**src/rtl/rv_pkg.sv**
```systemverilog
// rv_pkg: shared widths, load funct3 encodings and load-data extension.
package rv_pkg;
    localparam int XLEN = 32;
    localparam int AW = 5;

    typedef enum logic [2:0] {
        LB  = 3'b000,
        LH  = 3'b001,
        LW  = 3'b010,
        LBU = 3'b100,
        LHU = 3'b101
    } ld_funct3_e;

    // Unrecognised funct3 codes fall back to a full-word load.
    function automatic logic [XLEN-1:0] load_extend(input logic [2:0] funct3, input logic [1:0] off,
                                                    input logic [XLEN-1:0] word);
        logic [7:0] b;
        logic [15:0] h;
        b = word[{off, 3'b000} +: 8];
        h = off[1] ? word[31:16] : word[15:0];
        return funct3 == LB  ? {{(XLEN-8){b[7]}}, b} :
               funct3 == LH  ? {{(XLEN-16){h[15]}}, h} :
               funct3 == LBU ? {{(XLEN-8){1'b0}}, b} :
               funct3 == LHU ? {{(XLEN-16){1'b0}}, h} : word;
    endfunction
endpackage

```
**src/rtl/wb_fifo.sv**
```systemverilog
// wb_fifo: synchronous FIFO with occupancy count; push when full and pop when empty are ignored.
module wb_fifo #(
    parameter int DW = 37,
    parameter int DEPTH = 2
) (
    input  logic                     clk,
    input  logic                     rst,
    input  logic                     push,
    input  logic [DW-1:0]            wdata,
    input  logic                     pop,
    output logic [DW-1:0]            rdata,
    output logic [$clog2(DEPTH):0]   count,
    output logic                     full,
    output logic                     empty
);
    localparam int PW = $clog2(DEPTH);
    localparam int CW = PW + 1;

    logic [DW-1:0] mem [DEPTH];
    logic [PW-1:0] wptr, rptr;
    logic do_push, do_pop;

    always_comb begin
        full = count == CW'(DEPTH);
        empty = count == '0;
        do_push = push & ~full;
        do_pop = pop & ~empty;
        rdata = mem[rptr];
    end

    always_ff @(posedge clk) begin
        if (do_push) mem[wptr] <= wdata;
    end

    // Pointers wrap naturally because DEPTH is a power of two.
    always_ff @(posedge clk) begin
        if (rst) begin
            wptr <= '0;
            rptr <= '0;
            count <= '0;
        end else begin
            wptr <= wptr + PW'(do_push);
            rptr <= rptr + PW'(do_pop);
            count <= count + CW'(do_push) - CW'(do_pop);
        end
    end
endmodule

```
**src/rtl/rf_writeback.sv**
```systemverilog
// rf_writeback: arbitrates ALU results and queued load returns onto the register-file write port
// and tracks destinations of in-flight loads for hazard detection.
module rf_writeback import rv_pkg::*; #(
    parameter int XLEN = rv_pkg::XLEN,
    parameter int AW = rv_pkg::AW,
    parameter int QDEPTH = 2
) (
    input  logic            clk,
    input  logic            rst,
    input  logic            alu_valid,
    input  logic [AW-1:0]   alu_rd,
    input  logic [XLEN-1:0] alu_data,
    output logic            alu_stall,
    input  logic            ld_valid,
    output logic            ld_ready,
    input  logic [AW-1:0]   ld_rd,
    input  logic [XLEN-1:0] ld_data,
    input  logic [2:0]      ld_funct3,
    input  logic [1:0]      ld_off,
    input  logic            ld_issue_valid,
    input  logic [AW-1:0]   ld_issue_rd,
    input  logic [AW-1:0]   rs1,
    input  logic [AW-1:0]   rs2,
    output logic            hazard_rs1,
    output logic            hazard_rs2,
    output logic            rf_we,
    output logic [AW-1:0]   rf_rd_addr,
    output logic [XLEN-1:0] rf_rd_data
);
    localparam int EW = AW + XLEN;

    logic [EW-1:0] head;
    logic [$clog2(QDEPTH):0] count;
    logic full, empty, push, pop, sel_alu;
    logic [AW-1:0] head_rd, wr_rd;
    logic [XLEN-1:0] head_data, wr_data;
    logic [2**AW-1:0] pending, pending_nxt;

    wb_fifo #(.DW(EW), .DEPTH(QDEPTH)) u_fifo (
        .clk(clk),
        .rst(rst),
        .push(push),
        .wdata({ld_rd, load_extend(ld_funct3, ld_off, ld_data)}),
        .pop(pop),
        .rdata(head),
        .count(count),
        .full(full),
        .empty(empty)
    );

    // The ALU has priority unless the load queue is full, which forces a drain.
    always_comb begin
        ld_ready = count < ($clog2(QDEPTH) + 1)'(QDEPTH);
        push = ld_valid & ld_ready;
        sel_alu = alu_valid & ld_ready;
        alu_stall = alu_valid & full;
        pop = ~empty & ~sel_alu;
        head_rd = head[EW-1 -: AW];
        head_data = head[XLEN-1:0];
        wr_rd = sel_alu ? alu_rd : head_rd;
        wr_data = sel_alu ? alu_data : head_data;
        hazard_rs1 = pending[rs1];
        hazard_rs2 = pending[rs2];
    end

    // A new issue to the same rd as a retiring load keeps the bit set.
    always_comb begin
        pending_nxt = pending;
        if (pop) pending_nxt[head_rd] = 1'b0;
        if (ld_issue_valid) pending_nxt[ld_issue_rd] = 1'b1;
        pending_nxt[0] = 1'b0;
    end

    always_ff @(posedge clk) begin
        if (rst) begin
            rf_we <= 1'b0;
            rf_rd_addr <= '0;
            rf_rd_data <= '0;
            pending <= '0;
        end else begin
            rf_we <= (sel_alu | pop) & (wr_rd != '0);
            if (sel_alu | pop) begin
                rf_rd_addr <= wr_rd;
                rf_rd_data <= wr_data;
            end
            pending <= pending_nxt;
        end
    end
endmodule
```
**config.mk**
```make
export PLATFORM = sky130hd
export DESIGN_NAME = rf_writeback
export DESIGN_NICKNAME = d
export VERILOG_FILES = /design/src/rtl/rv_pkg.sv /design/src/rtl/wb_fifo.sv /design/src/rtl/rf_writeback.sv
export SDC_FILE = /design/constraint.sdc
export NUM_CORES = 1
export LEC_CHECK = 0
export ABC_AREA = 0
export BUFFER_PORTS_ARGS = -buffer_cell sky130_fd_sc_hd__buf_2
export CORE_ASPECT_RATIO = 1.25
export CORE_MARGIN = 4
export CORE_UTILIZATION = 55
export DETAILED_ROUTE_END_ITERATION = 10
export GPL_TIMING_DRIVEN = 0
export PLACE_DENSITY = 0.79
export SETUP_SLACK_MARGIN = 0.2
export SLEW_MARGIN = 20
export SYNTH_ARGS = -nofsm -noshare
export SYNTH_HDL_FRONTEND = slang
export SYNTH_SLANG_ARGS = --single-unit
export TNS_END_PERCENT = 1
```
**constraint.sdc**
```tcl
create_clock -name clk -period 2.75 [get_ports clk]
set_input_delay 0.275 -clock clk [delete_from_list [all_inputs] [get_ports clk]]
set_output_delay 0.275 -clock clk [all_outputs]
set_load 0.05 [all_outputs]
```
; Word level (Yosys, flattened, before mapping)
; Memories as Yosys holds them, arrays and structs flattened. A register that Yosys moved wholly into a read port is not among the register bits.
; Index checks and enable logic that the tools add are counted.
[totals]
regBits = 74
ramBits = 74
output_inout_bits = 42
memories = 1
[op_classes]
n_eq_ne = 4
magnitude_cmp = 7
addsub = 4
n_shift = 1
bitwise = 14
mux = 20
reduce_logical = 5
[mem_list]
columns = memory, words, width, read_ports, rd_ports_with_merged_regs, write_ports, line
row1 = u_fifo.mem, 2, 37, 1, 1, 1, wb_fifo.sv:19  ; logic [DW-1:0] mem [DEPTH];
[op_table]
columns = cell, n
row1 = 32-bit two-way mux, 7
row2 = 32-bit bitwise AND, 1
row3 = 32-bit inverter, 1
row4 = 32-bit OR, 1
row5 = 32-bit by 6-bit variable part select with 8-bit output, 1
row6 = 5-bit by 6-bit < comparator with 1-bit output (second input constant), 4
row7 = 16-bit two-way mux, 1
row8 = 1-bit binary-select mux with 5-bit select, 2
row9 = 1-bit demux with 5-bit select, 2
row10 = 5-bit by 1-bit greater-or-equal comparator with 1-bit output (second input constant), 2
row11 = 1-bit bitwise AND, 7
row12 = 1-bit two-way mux, 7
row13 = 3-bit equality test (second input constant), 2
row14 = 5-bit two-way mux, 1
row15 = 5-bit nonzero test, 1
row16 = 3-bit by 1-bit equality test with 1-bit output (second input constant), 1
row17 = 3-bit logical NOT, 1
row18 = 1-bit inverter, 3
row19 = 1-bit adder, 2
row20 = 2-bit by 1-bit adder with 2-bit output, 1
row21 = 2-bit equality test (second input constant), 1
row22 = 1-bit logical AND, 2
row23 = 2-bit logical NOT, 1
row24 = 2-bit < comparator (second input constant), 1
row25 = 2 further kinds, 2

; Logic depth before layout (Yosys ltp)
[logic_depth]
ltp_word = 9
mapped_depth = 8
depth_no_buf = 5

; Modules after synthesis
; A second synthesis with hierarchy kept.
[unflattened]
hier_cells = 651
area_unflattened_um2 = 7076.8
[modules_own_cells]
columns = mod, area_each_um2, seq_area_each_um2, n_inst, cells_per_inst
row1 = rf_writeback, 4182.8, 1381.3, 1, 513
row2 = wb_fifo, 2894.0, 2302.2, 1, 138

; Least setup slack after synthesis
; Ideal clock, no wire load.
[synth_path]
path_kind = reg2out
startpoint = register u_fifo.count[1]
endpoint = output port alu_stall
arrival_time_ps = 1972
n_path_buf = 1
path_slack_ps = 503
t_required_ps = 2475
path_stages_with_launch = 4
path_cell_list = dfxtp_1 buf_2 inv_1 nor3b_1
[synth_between]
elab_chain_len = 2
[synth_lines]
columns = element, line
row1 = start: declaration, wb_fifo.sv:12  ; output logic [$clog2(DEPTH):0] count,
row2 = start signal: assignment, wb_fifo.sv:44  ; count <= count + CW'(do_push) - CW'(do_pop);
row3 = 2-bit equality test, wb_fifo.sv:24  ; full = count == CW'(DEPTH);
row4 = 1-bit bitwise AND, rf_writeback.sv:56  ; alu_stall = alu_valid & full;
row5 = end: declaration, rf_writeback.sv:13  ; output logic alu_stall,
; No other way between the ends.

; Worst setup path after layout
[layout_path]
startpoint = register pending[7]
endpoint = output port hazard_rs1
[layout_between]
elab_chain_len = 2
[layout_lines]
columns = element, line
row1 = start: declaration, rf_writeback.sv:37  ; logic [2**AW-1:0] pending, pending_nxt;
row2 = start signal: assignment, rf_writeback.sv:86  ; pending <= pending_nxt;
row3 = 1-bit binary-select mux with 5-bit select, rf_writeback.sv:62  ; hazard_rs1 = pending[rs1];
row4 = 1-bit two-way mux (implied by the code), rf_writeback.sv:62
row5 = end: declaration, rf_writeback.sv:24  ; output logic hazard_rs1,
; No other way between the ends. The select of a mux whose other input is x is not followed.

==> metrics.yaml <==
htree_num_levels: 4
cts_root_buf: "clkbuf_16"
yosys.area.top_type_share_pct: 31.4
drc: 0
holdCritStartpoint: "ld_rd[2]"
netlist_instances: 705
final.min_clock_period_ns: 2.11
vias: 6169
post_cts_resized: 0
relSlewSlack_pct: 51.2
start_util_pct: 55.9
via_per_inst: 5.93
antenna_found_initial: 1
track_usage_pct: 28.2
mappedNetlistArea_mm2: 0.00708
ant_nets: 0
grt_pass1_wl_um: 31900
wl_per_cell_um: 19.5
port_buffers: 133
start_kind: "flop"
worst_r2r_endpoint: "u_fifo.count[1]"
syn_to_final_growth_pct: 21.4
fp.dieH_um: 135
cap_viol_max_count: 0
worst_path_max_delay_cell: "mux4_2"
hold_depth: 1
holdPathEnd: "u_fifo.mem[0][34]"
wirelength_um: 20300
overflow: 0
fillers: 1003
yosysSeqAreaShare_pct: 52.0
ir_drop_mv: 0.426
ys_async_sr_fraction_pct: 0
synth_top_area_cell: "edfxtp_1"
drt_pass1_iterations: 5
worstSetupPathType: "reg -> out"
clockBufferDepth: 2
ys_ff_latch: 147
timing.hold.ws_ns: 0.0488
synthTopCellsByArea: "edfxtp_1 (31%), dfxtp_1 (21%), mux2i_1 (8.9%)"
cp.arrival_ns: 1.84
drive_gt1_share_pct: 24.9
routabilityCongestion: 0.969
synth_cell_types: 44
synth_edf_count: 74
cts_setup_buffers: 0
nets: 961
worstReg2RegStart: "u_fifo.count[1]"
worst_slack_ns: 0.638
hold_path_class: "in -> reg"
tns_ns: 0
ff2ff_setup_slack_ns: 0.76
worstPathRequired_ns: 2.48
max_stage_delay_ns: 0.49
io_pins: 141
final_cell_area_mm2: 0.00860
clk_pin_slew_ns: 0.07
crit_path_max_fanout: 3
dieArea_mm2: 0.0148
worst_setup_path_end_kind: "primary output"
rsz0062_at_grt: "no"
dpl-instance-area_mm2: 0.00802
setup_viol: 0
drv_slew: 0
worstMarginPinSlew_ns: 0.729
final_common_cell: "buf_2"
ys.flop_type: "edfxtp_1"
status: "finished clean"
ys_warn_count: 0
rows: 46
powerDensity_mw_per_mm2: 684
hold_viol_final: 0
reg2reg_depth: 8
clock-sinks: 147
first_global_vias: 6449
detailed_place_hpwl_um: 15500
fin_crit_sh_pct: 76.8
tritoncts: "built"
avgSynthCellArea_um2: 10.0
crit_chain: "mux4_2, nand2b_1, o211ai_1, nand4_1, buf_2"
synth_nets: 807
p_leak_nw: 3.40
dpl_worst_slack_ns: 0.794
cts_hold_repair.buffers: 0
max_freq_mhz: 474
coreArea_mm2: 0.0127
drt_iter0_markers: 525
mostFrequentLayoutCells: "buf_2 (152), nand2_1 (151), a21oi_1 (74), edfxtp_1 (74), dfxtp_1 (73)"
insertion_delay_ns: 0.42
cts_made_buffers: 17
grt_max_degree: 22
finalClockSkew_ns: 0.00929
die_w_um: 109
per-layer routing:
| layer | up-vias | global-route usage (%) | routed length [um] |
|---|---|---|---|
| met2 | 288 | 51.7 | 11000 |
| met3 | 61 | 5.74 | 1260 |
| met4 | 0 | 13.9 | 736 |
| li1 | 2883 | - | - |
| met1 | 2937 | 30.1 | 7270 |
| met5 | - | 0 | 0 |
worst max-delay path by stage:
| stage | from | end | slack (ns) | cells after the start |
|---|---|---|---|---|
| after global placement | u_fifo.count[1] | u_fifo.mem[1][20] | 0.21 | 3 |
| final | pending[7] | hazard_rs1 | 0.64 | 5 |
| after detailed placement | u_fifo.count[1] | u_fifo.count[1] | 0.79 | 8 |
| after CTS | pending[7] | hazard_rs1 | 0.64 | 5 |
| after global routing | pending[7] | hazard_rs2 | 0.57 | 5 |
| after floorplan | u_fifo.count[1] | alu_stall | 0.50 | 3 |
sequential cells by signal, summed over array words and instances, names as in the netlist:
signal,flops
rf_rd_addr,5
rf_we,1
pending,31
u_fifo.mem,74
rf_rd_data,32
u_fifo.rptr,1
u_fifo.wptr,1
u_fifo.count,2
cell usage after synthesis, types with 10 or more instances:
library cell and count:
o211ai_1 40, clkbuf_1 17, inv_1 18, edfxtp_1 74, buf_2 19, o21ai_0 39
a21oi_1 74, nor2b_1 10, nand2_1 151, mux2i_1 63, nor2_1 17, dfxtp_1 73
nand3_1 13
where the power goes:
group | total [mW] | internal (mW) | switching, mW
Sequential | 2.55 | 2.48 | 0.0648
Clock | 2.23 | 1.28 | 0.950
Combinational | 1.11 | 0.364 | 0.745
worst max-delay path: cells and delay by family, from the launching register on:
| kind | cells | cell delay, ns |
|---|---|---|
| compound gates | 1 | 0.10 |
| buf+inv | 1 | 0.23 |
| flops | 1 | 0.33 |
| mux | 1 | 0.49 |
| simple gates | 2 | 0.28 |
per-stage QoR:
stage / instances / utilization, % / power, mW
global placement: 1006 / 62.8 / 3.64
global route: 1041 / 67.9 / 6.09
CTS: 1040 / 67.8 / 5.89
detailed placement: 1008 / 63.3 / 3.69
floorplan: 705 / - / 3.33
finish: 1041 / 67.9 / 5.88
logic make-up (layout without fill, tap and decap cells):
kind of cell               after synthesis  in the layout  synth area share, %
AOI/OAI and AO/OA                      188            188                 16.8
xor gates and xnor gates                 2              2                0.247
adders and majority gates                3              3                0.530
buffers and inverters                   67            234                 4.42
DFF                                    147            147                 52.0
muxes                                   76             76                 12.1
other                                    0              1                    0
and+or+nand+nor                        222            222                 13.9
cell type report:
type                    instances  area, um^2  share of cell area, %
diodes                          1        2.50                 0.0291
clock buffers                  18         429                   4.99
repair buffers                135         721                   8.38
plain buffers                  49         245                   2.85
multi-input cells             491        3090                   36.0
flip-flops and latches        147        3680                   42.8
clock inverters                14         144                   1.67
inverters                      18        67.6                  0.786
well taps                     168         210                   2.45
No activity file was read; power rests on OpenSTA's default activity.
